## src/rtl/axi_isolate_seq_pkg.sv

```systemverilog
// Shared types and elaboration helpers for the axi_isolate sequencer.
package axi_isolate_seq_pkg;

    // Global sequencer state: one port transition in flight at a time.
    typedef enum logic [1:0] {
        IDLE    = 2'd0,
        DRAIN   = 2'd1,
        RSTHOLD = 2'd2,
        RELEASE = 2'd3
    } seq_state_e;

    // Larger of two elaboration-time values.
    function automatic int unsigned max_u(input int unsigned a, input int unsigned b);
        return (a > b) ? a : b;
    endfunction

    // Port index width; a single-port build still gets a 1-bit index.
    function automatic int unsigned idx_width(input int unsigned n);
        return (n > 1) ? $clog2(n) : 1;
    endfunction

endpackage

```

## src/rtl/axi_isolate_seq_if.sv

```systemverilog
// Per-port request/status bundle between the power manager, the isolation
// shims and the sequencer.
interface axi_isolate_seq_if #(
    parameter int unsigned NumPorts = 4
);
    logic [NumPorts-1:0] req_isolate_i;
    logic [NumPorts-1:0] clr_err_i;
    logic [NumPorts-1:0] isolated_i;
    logic [NumPorts-1:0] isolate_o;
    logic [NumPorts-1:0] port_rst_o;
    logic [NumPorts-1:0] ack_o;
    logic [NumPorts-1:0] err_o;
    logic                busy_o;

    // Environment side: manager requests and shim status in, sequencer status out.
    modport master (
        output req_isolate_i, clr_err_i, isolated_i,
        input  isolate_o, port_rst_o, ack_o, err_o, busy_o
    );

    // Sequencer side.
    modport slave (
        input  req_isolate_i, clr_err_i, isolated_i,
        output isolate_o, port_rst_o, ack_o, err_o, busy_o
    );
endinterface

```

## src/rtl/axi_isolate_seq_rr.sv

```systemverilog
// Combinational round-robin picker: first set bit of need at or after rr,
// wrapping modulo NumPorts.
module axi_isolate_seq_rr
    import axi_isolate_seq_pkg::*;
#(
    parameter int unsigned NumPorts = 4,
    parameter int unsigned IdxW     = idx_width(NumPorts)
) (
    input  logic [NumPorts-1:0] need,
    input  logic [IdxW-1:0]     rr,
    output logic [IdxW-1:0]     grant,
    output logic                valid
);
    localparam logic [IdxW:0] PortsW = (IdxW+1)'(NumPorts);

    logic [2*NumPorts-1:0] dbl;
    logic [NumPorts-1:0]   rot;
    logic [IdxW-1:0]       off;
    logic [IdxW:0]         sum;

    // Rotate so rr lands on bit 0, count zeros up to the first request, rotate back.
    always_comb begin
        dbl = {need, need};
        rot = dbl[rr +: NumPorts];
        off = '0;
        for (int i = NumPorts - 1; i >= 0; i--) begin
            if (rot[i]) off = IdxW'(i);
        end
        sum = {1'b0, rr} + {1'b0, off};
        if (sum >= PortsW) sum = sum - PortsW;
        grant = sum[IdxW-1:0];
        valid = |need;
    end

endmodule

```

## src/rtl/axi_isolate_seq.sv

```systemverilog
// Sequencer for a bank of axi_isolate shims: drains, resets and releases one
// port at a time, bounded by a shared timeout with sticky per-port errors.
module axi_isolate_seq
    import axi_isolate_seq_pkg::*;
#(
    parameter int unsigned NumPorts      = 4,
    parameter int unsigned TimeoutCycles = 1024,
    parameter int unsigned RstHoldCycles = 4
) (
    input  logic              clk_i,
    input  logic              rst_i,
    axi_isolate_seq_if.slave  bus
);
    localparam int unsigned IdxW = idx_width(NumPorts);
    localparam int unsigned CntW = $clog2(max_u(TimeoutCycles, RstHoldCycles));

    localparam logic [CntW-1:0] TimeoutLast = CntW'(TimeoutCycles - 1);
    localparam logic [CntW-1:0] RstHoldLast = CntW'(RstHoldCycles - 1);
    localparam logic [IdxW-1:0] LastIdx     = IdxW'(NumPorts - 1);

    seq_state_e          state_q, state_d;
    logic [IdxW-1:0]     sel_q, sel_d;
    logic [IdxW-1:0]     rr_q, rr_d;
    logic [CntW-1:0]     cnt_q, cnt_d;
    logic [NumPorts-1:0] iso_q, err_q;
    logic [NumPorts-1:0] need;
    logic [NumPorts-1:0] iso_set, iso_clr, err_set;
    logic [IdxW-1:0]     grant;
    logic                grant_vld;
    logic [NumPorts-1:0] sel_oh, rel_mask, act_mask, hold_mask;

    // Counter never wraps; it stops at all-ones.
    function automatic logic [CntW-1:0] cnt_inc(input logic [CntW-1:0] c);
        return (&c) ? c : c + 1'b1;
    endfunction

    // An errored port does not retry isolation; release is always wanted.
    assign need = (bus.req_isolate_i & ~iso_q & ~err_q) | (~bus.req_isolate_i & iso_q);

    axi_isolate_seq_rr #(
        .NumPorts (NumPorts),
        .IdxW     (IdxW)
    ) u_rr (
        .need  (need),
        .rr    (rr_q),
        .grant (grant),
        .valid (grant_vld)
    );

    // Next-state logic: grant in IDLE, then drain/hold or release the selected port.
    always_comb begin
        state_d = state_q;
        sel_d   = sel_q;
        rr_d    = rr_q;
        cnt_d   = cnt_q;
        iso_set = '0;
        iso_clr = '0;
        err_set = '0;
        unique case (state_q)
            IDLE: begin
                if (grant_vld) begin
                    sel_d   = grant;
                    rr_d    = (grant == LastIdx) ? '0 : grant + 1'b1;
                    cnt_d   = '0;
                    state_d = iso_q[grant] ? RELEASE : DRAIN;
                end
            end
            DRAIN: begin
                // A response on the last allowed cycle still counts as success.
                if (bus.isolated_i[sel_q]) begin
                    cnt_d   = '0;
                    state_d = RSTHOLD;
                end else if (cnt_q == TimeoutLast) begin
                    err_set[sel_q] = 1'b1;
                    state_d        = IDLE;
                end else begin
                    cnt_d = cnt_inc(cnt_q);
                end
            end
            RSTHOLD: begin
                if (cnt_q == RstHoldLast) begin
                    iso_set[sel_q] = 1'b1;
                    state_d        = IDLE;
                end else begin
                    cnt_d = cnt_inc(cnt_q);
                end
            end
            RELEASE: begin
                // The port is handed back either way; a stuck shim only flags an error.
                if (!bus.isolated_i[sel_q]) begin
                    iso_clr[sel_q] = 1'b1;
                    state_d        = IDLE;
                end else if (cnt_q == TimeoutLast) begin
                    iso_clr[sel_q] = 1'b1;
                    err_set[sel_q] = 1'b1;
                    state_d        = IDLE;
                end else begin
                    cnt_d = cnt_inc(cnt_q);
                end
            end
            default: state_d = IDLE;
        endcase
    end

    // State, counter and per-port flags; a timeout set beats a same-cycle clear.
    always_ff @(posedge clk_i) begin
        if (rst_i) begin
            state_q <= IDLE;
            sel_q   <= '0;
            rr_q    <= '0;
            cnt_q   <= '0;
            iso_q   <= '0;
            err_q   <= '0;
        end else begin
            state_q <= state_d;
            sel_q   <= sel_d;
            rr_q    <= rr_d;
            cnt_q   <= cnt_d;
            iso_q   <= (iso_q | iso_set) & ~iso_clr;
            err_q   <= (err_q & ~bus.clr_err_i) | err_set;
        end
    end

    // Per-port masks for the selected port in each active state.
    always_comb begin
        sel_oh        = '0;
        sel_oh[sel_q] = 1'b1;
        rel_mask      = (state_q == RELEASE) ? sel_oh : '0;
        act_mask      = (state_q == DRAIN || state_q == RSTHOLD) ? sel_oh : '0;
        hold_mask     = (state_q == RSTHOLD) ? sel_oh : '0;
    end

    assign bus.isolate_o  = (iso_q & ~rel_mask) | act_mask;
    assign bus.port_rst_o = (iso_q & ~rel_mask) | hold_mask;
    assign bus.ack_o      = iso_q;
    assign bus.err_o      = err_q;
    assign bus.busy_o     = (state_q != IDLE);

endmodule

```

## src/flat_wrapper.sv

```systemverilog
// flat-port wrapper written by rule: the top's interface ports become plain ports
module axi_isolate_seq_flat import axi_isolate_seq_pkg::*;
#(
    parameter int unsigned NumPorts      = 4,
    parameter int unsigned TimeoutCycles = 1024,
    parameter int unsigned RstHoldCycles = 4
)
  (clk_i, rst_i, bus_req_isolate_i, bus_clr_err_i, bus_isolated_i, bus_isolate_o, bus_port_rst_o, bus_ack_o, bus_err_o, bus_busy_o);
  axi_isolate_seq_if #(.NumPorts(NumPorts)) bus_i ();
  input  logic clk_i;
  input  logic rst_i;
  input wire logic [$bits(bus_i.req_isolate_i)-1:0] bus_req_isolate_i;
  input wire logic [$bits(bus_i.clr_err_i)-1:0] bus_clr_err_i;
  input wire logic [$bits(bus_i.isolated_i)-1:0] bus_isolated_i;
  output wire logic [$bits(bus_i.isolate_o)-1:0] bus_isolate_o;
  output wire logic [$bits(bus_i.port_rst_o)-1:0] bus_port_rst_o;
  output wire logic [$bits(bus_i.ack_o)-1:0] bus_ack_o;
  output wire logic [$bits(bus_i.err_o)-1:0] bus_err_o;
  output wire logic [$bits(bus_i.busy_o)-1:0] bus_busy_o;
  assign bus_i.req_isolate_i = bus_req_isolate_i;
  assign bus_i.clr_err_i = bus_clr_err_i;
  assign bus_i.isolated_i = bus_isolated_i;
  assign bus_isolate_o = bus_i.isolate_o;
  assign bus_port_rst_o = bus_i.port_rst_o;
  assign bus_ack_o = bus_i.ack_o;
  assign bus_err_o = bus_i.err_o;
  assign bus_busy_o = bus_i.busy_o;
  axi_isolate_seq #(.NumPorts(NumPorts), .TimeoutCycles(TimeoutCycles), .RstHoldCycles(RstHoldCycles)) u_core (.clk_i(clk_i), .rst_i(rst_i), .bus(bus_i));
endmodule
```

## config.mk

```make
export PLATFORM = sky130hd
export DESIGN_NAME = axi_isolate_seq_flat
export DESIGN_NICKNAME = d
export VERILOG_FILES = /design/src/rtl/axi_isolate_seq_pkg.sv /design/src/rtl/axi_isolate_seq_if.sv /design/src/rtl/axi_isolate_seq_rr.sv /design/src/rtl/axi_isolate_seq.sv /design/src/flat_wrapper.sv
export SDC_FILE = /design/constraint.sdc
export NUM_CORES = 1
export LEC_CHECK = 0
export CAP_MARGIN = 20
export CORE_MARGIN = 10
export CORE_UTILIZATION = 51
export CTS_CLUSTER_SIZE = 28
export DETAILED_ROUTE_END_ITERATION = 8
export GPL_ROUTABILITY_DRIVEN = 1
export GPL_TIMING_DRIVEN = 0
export MAX_ROUTING_LAYER = met4
export PLACE_DENSITY = 0.78
export SYNTH_ARGS = -nofsm -noshare
export SYNTH_HDL_FRONTEND = slang
export SYNTH_SLANG_ARGS = --single-unit
```

## constraint.sdc

```tcl
create_clock -name clk_i -period 6 [get_ports clk_i]
set_input_delay 1.2 -clock clk_i [delete_from_list [all_inputs] [get_ports clk_i]]
set_output_delay 1.2 -clock clk_i [all_outputs]
set_load 0.1 [all_outputs]
```

# Yosys cells after proc, flatten, opt, wreduce, memory -nomap -nowiden

Cells that the tools add are included.
W data, S select, Z words.

Register bits: 24
Word-level logic and storage cells: 88
Bits in read-only memories: 0
Memories kept: 0
RAM bits: 0
Output and inout port bits: 17
Input bits: 14
Bits in latches: 0

Reduce and logical (&&, ||, !) cells: 9
Order comparisons: 4
$mul: 0
Divide/modulo/power cells: 0
Shift operators: 1
Muxes and demuxes: 37
Bitwise operators: 17
Equal/unequal tests: 10
Add/sub/neg operators: 4

Operators with widths:

| cell                    | number |
|---|---|
| $mux W10                | 6 |
| $mux W4                 | 10 |
| $pmux W10 S4            | 1 |
| $and A4 B4 Y4           | 6 |
| $mux W2                 | 12 |
| $not A4 Y4              | 6 |
| $or A4 B4 Y4            | 5 |
| $add A10 B1 Y10 const B | 1 |
| $eq A10 B10 Y1 const B  | 1 |
| $eq A10 B2 Y1 const B   | 1 |
| $reduce_and A10 Y1      | 1 |
| $pmux W2 S4             | 1 |
| $pmux W4 S2             | 1 |
| $shiftx A8 B3 Y4        | 1 |
| $eq A2 B2 Y1 const B    | 3 |
| $lt A2 B3 Y1 const B    | 2 |
| $ne A2 B1 Y1 const B    | 3 |
| $bmux W1 S2             | 2 |
| $reduce_and A2 Y1       | 2 |
| $reduce_or A4 Y1        | 1 |
| $add A2 B2 Y3           | 1 |
| $ge A3 B3 Y1 const B    | 1 |
| $mux W1                 | 3 |
| $reduce_and A3 Y1       | 1 |
| 10 further kinds        | 10 |

# Depth between registers and ports, before layout

Depth in word-level cells: 17
Gate-level depth with buffers: 11
Mapped depth without buffers: 10

# By module

From an unflattened synthesis, not the netlist that was laid out.

Cell total of the unflattened synthesis: 220
Area total of the unflattened synthesis: 1749.2 µm²

Modules (own cells, without submodules):

| module             | area each (µm²) | times used | cells an instance | seq. area each (µm²) |
|---|---|---|---|---|
| axi_isolate_seq    | 1570.3          | 1          | 193               | 480.5 |
| axi_isolate_seq_rr | 178.9           | 1          | 27                | 0.0 |

# Worst setup path after synthesis

No wires, ideal clock.

Kind: input to register
Start point: input bus_req_isolate_i[2]
End point: register u_core.state_q[1]
Data arrival time: 3.540 ns
Data required time: 5.931 ns
Path slack: 2.391 ns
Stages: 10
Buffers on the path: 1
Library setup time: 0.069 ns
Path through: nor3b_1 nor4_1 or3_2 o211ai_1 ha_1 buf_1 mux2i_1 mux2_4 a311o_1 o21ai_1

Cells in the longest elaborated chain, start to end: 16
Elaborated cells between the ends (all ways): 22
Classes of those cells: add/sub: 2; order compare: 1; eq/ne: 1; shift: 1; mux: 10; bitwise: 5; reduce/logical: 2

Ends and longest elaborated chain:

| what                                          | RTL line                 | source |
|---|---|---|
| start, declared                               | flat_wrapper.sv:12       | `input wire logic [$bits(bus_i.req_isolate_i)-1:0] bus_req_isolate_i;` |
| $and A4 B4 Y4 or $not A4 Y4 (tied branches)   | axi_isolate_seq.sv:38    | `assign need = (bus.req_isolate_i & ~iso_q & ~err_q) \| (~bus.req_isolate_i & iso_q);` |
| $and A4 B4 Y4                                 | axi_isolate_seq.sv:38    |  |
| $or A4 B4 Y4 *                                | axi_isolate_seq.sv:38    |  |
| $shiftx A8 B3 Y4 *                            | axi_isolate_seq_rr.sv:24 | `rot = dbl[rr +: NumPorts];` |
| $mux W2 (3 in series)                         | axi_isolate_seq_rr.sv:27 | `if (rot[i]) off = IdxW'(i);` |
| $mux W2 *                                     | axi_isolate_seq_rr.sv:27 |  |
| $add A2 B2 Y3 *                               | axi_isolate_seq_rr.sv:29 | `sum = {1'b0, rr} + {1'b0, off};` |
| $ge A3 B3 Y1 or $sub A2 B1 Y2 (tied branches) | axi_isolate_seq_rr.sv:30 | `if (sum >= PortsW) sum = sum - PortsW;` |
| $mux W2 *                                     | axi_isolate_seq_rr.sv:30 |  |
| net u_core.grant[0]                           | axi_isolate_seq.sv:28    | `logic [IdxW-1:0] grant;` |
| $bmux W1 S2 *                                 | axi_isolate_seq.sv:65    | `state_d = iso_q[grant] ? RELEASE : DRAIN;` |
| $mux W1 (not written as such) *               | axi_isolate_seq.sv:65    |  |
| $mux W2 *                                     | axi_isolate_seq.sv:65    |  |
| $mux W2 *                                     | axi_isolate_seq.sv:61    | `if (grant_vld) begin` |
| $pmux W2 S4 *                                 | axi_isolate_seq.sv:59    | `unique case (state_q)` |
| end signal, assigned                          | axi_isolate_seq.sv:115   | `state_q <= state_d;` |
| end, declared                                 | axi_isolate_seq.sv:21    | `seq_state_e state_q, state_d;` |

Mark *: on every way through the listed nets, which the timed path passes. The rest lies on a longest branch. The select of a mux whose other input is x is not followed.
A chain may end at the register's enable or synchronous reset.

# Final worst setup path

Same ends and word-level chain as after synthesis.

==> results.sh <==
export IMPL_status="finished clean"
export IMPL_cts_tree="done"
export IMPL_synthCells=224
export IMPL_synth_edf_count=0
export IMPL_synth_most_common_cell="nand2_1"
export IMPL_grt_pass1_wl_um=7293
export IMPL_synth_area_mux_share_pct=4.529
export IMPL_required_ns=6.27
export IMPL_synth_top_area_share_pct=28.05
export IMPL_post_cts_buffers=0
export IMPL_clock_fmax_ghz=0.2467
export IMPL_drc_errors=0
export IMPL_rr_worst_depth=10
export IMPL_cts_sink_count=24
export IMPL_rsz0062_at_grt="no"
export IMPL_synth_adder_area_share_pct=4.383
export IMPL_grt_pass1_vias=1601
export IMPL_wl_per_cell_um=14.90
export IMPL_antenna_left=0
export IMPL_start_util_pct=54.76
export IMPL_cp_start_kind="input port"
export IMPL_yosys_area_top_type="dfxtp_1"
export IMPL_synth_top_cells_by_count="34 x nand2_1, 28 x nor2_1, 24 x dfxtp_1"
export IMPL_hold_ws_ns=0.4997
export IMPL_synth_avg_cell_area_um2=7.647
export IMPL_synthDistinctLibCells=49
export IMPL_endpoint_kind="register"
export IMPL_reg2reg_slack_ns=2.87
export IMPL_setup_viol=0
export IMPL_yosysWarnings=0
export IMPL_core_region_area_um2=3128
export IMPL_post_cts_resized=0
export IMPL_dieArea_um2=6077
export IMPL_num_io_pins=31
export IMPL_clock_skew_ns=0.002005
export IMPL_clk_pin_slew_ns=0.13
export IMPL_die_height_um=77.96
export IMPL_ir_drop_mv=0.3415
export IMPL_maxSlewHeadroom_pct=33.80
export IMPL_cap_violations=0
export IMPL_async_flop_share_pct=0
export IMPL_final_min_clock_period_ns=4.054
export IMPL_synth_seq_cells=24
export IMPL_grt_max_degree=13
export IMPL_synth_top_family_by_area="simple AND/OR/NAND/NOR gates"
export IMPL_drtIter0Drc=91
export IMPL_synthFlopType="dfxtp_1"
export IMPL_final_nets=278
export IMPL_synthTopCellsByArea="dfxtp_1 28%, nand2_1 7.5%, nor2_1 6.1%, a21oi_1 5.6%, nor2b_1 4.7%"
export IMPL_r2r_start="u_core.bus.ack_o[0]"
export IMPL_syn_nets=244
export IMPL_diodes=0
export IMPL_via_count=1713
export IMPL_critPathKind="in2reg"
export IMPL_worst_slew_pin_slew_ns=0.9899
export IMPL_finalCritPeriodShare_pct=67.57
export IMPL_port_buffers=29
export IMPL_worst_path_max_fanout=5
export IMPL_power_density_nw_per_um2=348.6
export IMPL_root_buffer="clkbuf_4"
export IMPL_yosysSeqAreaShare_pct=28.05
export IMPL_synth_compound_area_share_pct=20.96
export IMPL_worstPathArrival_ns=4.33
export IMPL_die_w_um=77.96
export IMPL_rows=20
export IMPL_h_tree_depth=1
export IMPL_hpwl_um=3557
export IMPL_avgViaCountPerCell=5.710
export IMPL_endpoint="u_core.state_q[1]"
export IMPL_insertion_delay_ns=0.33
export IMPL_yosys_area_share_simple_pct=33.75
export IMPL_grt_util_all_layers_pct=14.72
export IMPL_hold_viol_final=0
export IMPL_critical_path_startpoint="bus_req_isolate_i[2]"
export IMPL_synth_xor_area_share_pct=4.602
export IMPL_timing_rr_end="u_core.state_q[1]"
export IMPL_globalRoute_totalOverflow=0
export IMPL_first_pass_iters=4
export IMPL_fillers=296
export IMPL_final_layout_size_suffix_gt1_share_pct=6.641
export IMPL_clock_path_buffers=2
export IMPL_area_growth_pct=21.48
export IMPL_ctsHoldBuffers=0
export IMPL_routed_wl_um=4471
export IMPL_numCtsBuffers=3
export IMPL_place_gp_congestion=0.9443
export IMPL_power_leakage_nw=0.7891
export IMPL_synth_area_um2=1713
export IMPL_hp_class="reg2reg"
export IMPL_drv_slew=0
export IMPL_finalSetupTns_ns=0
export IMPL_antenna_found_initial=0
area by class of cell:
class | instances | area [µm²] | share of cell area, %
Buffer | 8 | 38.79 | 1.864
Clock buffer | 3 | 22.52 | 1.082
Inverter | 6 | 25.02 | 1.203
Multi-Input combinational cell | 186 | 1169 | 56.16
Sequential cell | 24 | 480.5 | 23.09
Tap cell | 44 | 55.05 | 2.646
Timing Repair Buffer | 29 | 290.3 | 13.95
worst max-delay path: stages:
cell             delay [ns]
clkdlybuf4s50_1        0.47
nor3b_1                0.50
nor4_1                 0.23
or3_2                  0.49
o211ai_1               0.10
ha_1                   0.25
buf_1                  0.17
mux2i_1                0.16
mux2_4                 0.29
a311o_1                0.35
o21ai_1                0.11
where the power goes:
part	leakage [nW]	total, mW	switching, mW	internal, mW
Clock	0.0138	0.0745	0.0508	0.0236
Sequential	0.195	0.201	0.0229	0.178
Combinational	0.581	0.450	0.298	0.151
placed cells by master, fill, tap and decap left out, types with 5 or more instances in the layout:
master / n
nor2_1: 28
inv_1: 5
dfxtp_1: 24
nor2b_1: 13
ha_1: 6
a21oi_1: 19
nand3_1: 6
nor4_1: 8
clkdlybuf4s50_1: 29
xnor2_1: 5
a211oi_1: 6
nand2_1: 34
stage by stage:
stage               std cells  worst slack [ns]  power, mW  instance area (µm²)  util, %
floorplan                 224             2.391     0.5560                 1713        -
global route              300             1.695     0.7771                 2081    66.52
CTS                       300             1.970     0.7292                 2081    66.52
global placement          297             1.670     0.6484                 2058    65.80
finish                    300             1.946     0.7255                 2081    66.52
detailed placement        297             1.618     0.6540                 2058    65.80
sequential cells by signal (all words and copies together), names as in the netlist:
| register | count |
|---|---|
| u_core.rr_q | 2 |
| u_core.bus.err_o | 4 |
| u_core.cnt_q | 10 |
| u_core.state_q | 2 |
| u_core.bus.ack_o | 4 |
| u_core.sel_q | 2 |
worst min-delay path by stage:
stage,start,to,slack [ns],cells past startpoint
3_5_place_dp,u_core.cnt_q[1],u_core.cnt_q[1],0.49,2
5_1_grt,u_core.cnt_q[1],u_core.cnt_q[1],0.54,2
4_1_cts,u_core.cnt_q[1],u_core.cnt_q[1],0.51,2
2_1_floorplan,u_core.cnt_q[1],u_core.cnt_q[1],0.47,2
3_3_place_gp,u_core.cnt_q[1],u_core.cnt_q[1],0.48,2
6_report,u_core.cnt_q[1],u_core.cnt_q[1],0.50,2
metal layers:
metal,global-route usage [%],vias to the layer above,part of all wire (%)
met2,23.80,44,48
met5,-,-,0
met3,3.226,5,4.7
li1,-,869,-
met4,5.197,0,1.2
met1,17.62,795,46
cells by family (layout without fill, tap and decap cells):
family	Yosys count	count (layout)
adder cells (fa/ha/maj)	6	6
AO/OA/AOI/OAI	51	51
flip-flops	24	24
multiplexers	6	6
XOR/XNOR	9	9
buffers and inverters	14	46
AND/OR/NAND/NOR	114	114
Power figures use the tool's default switching activity.
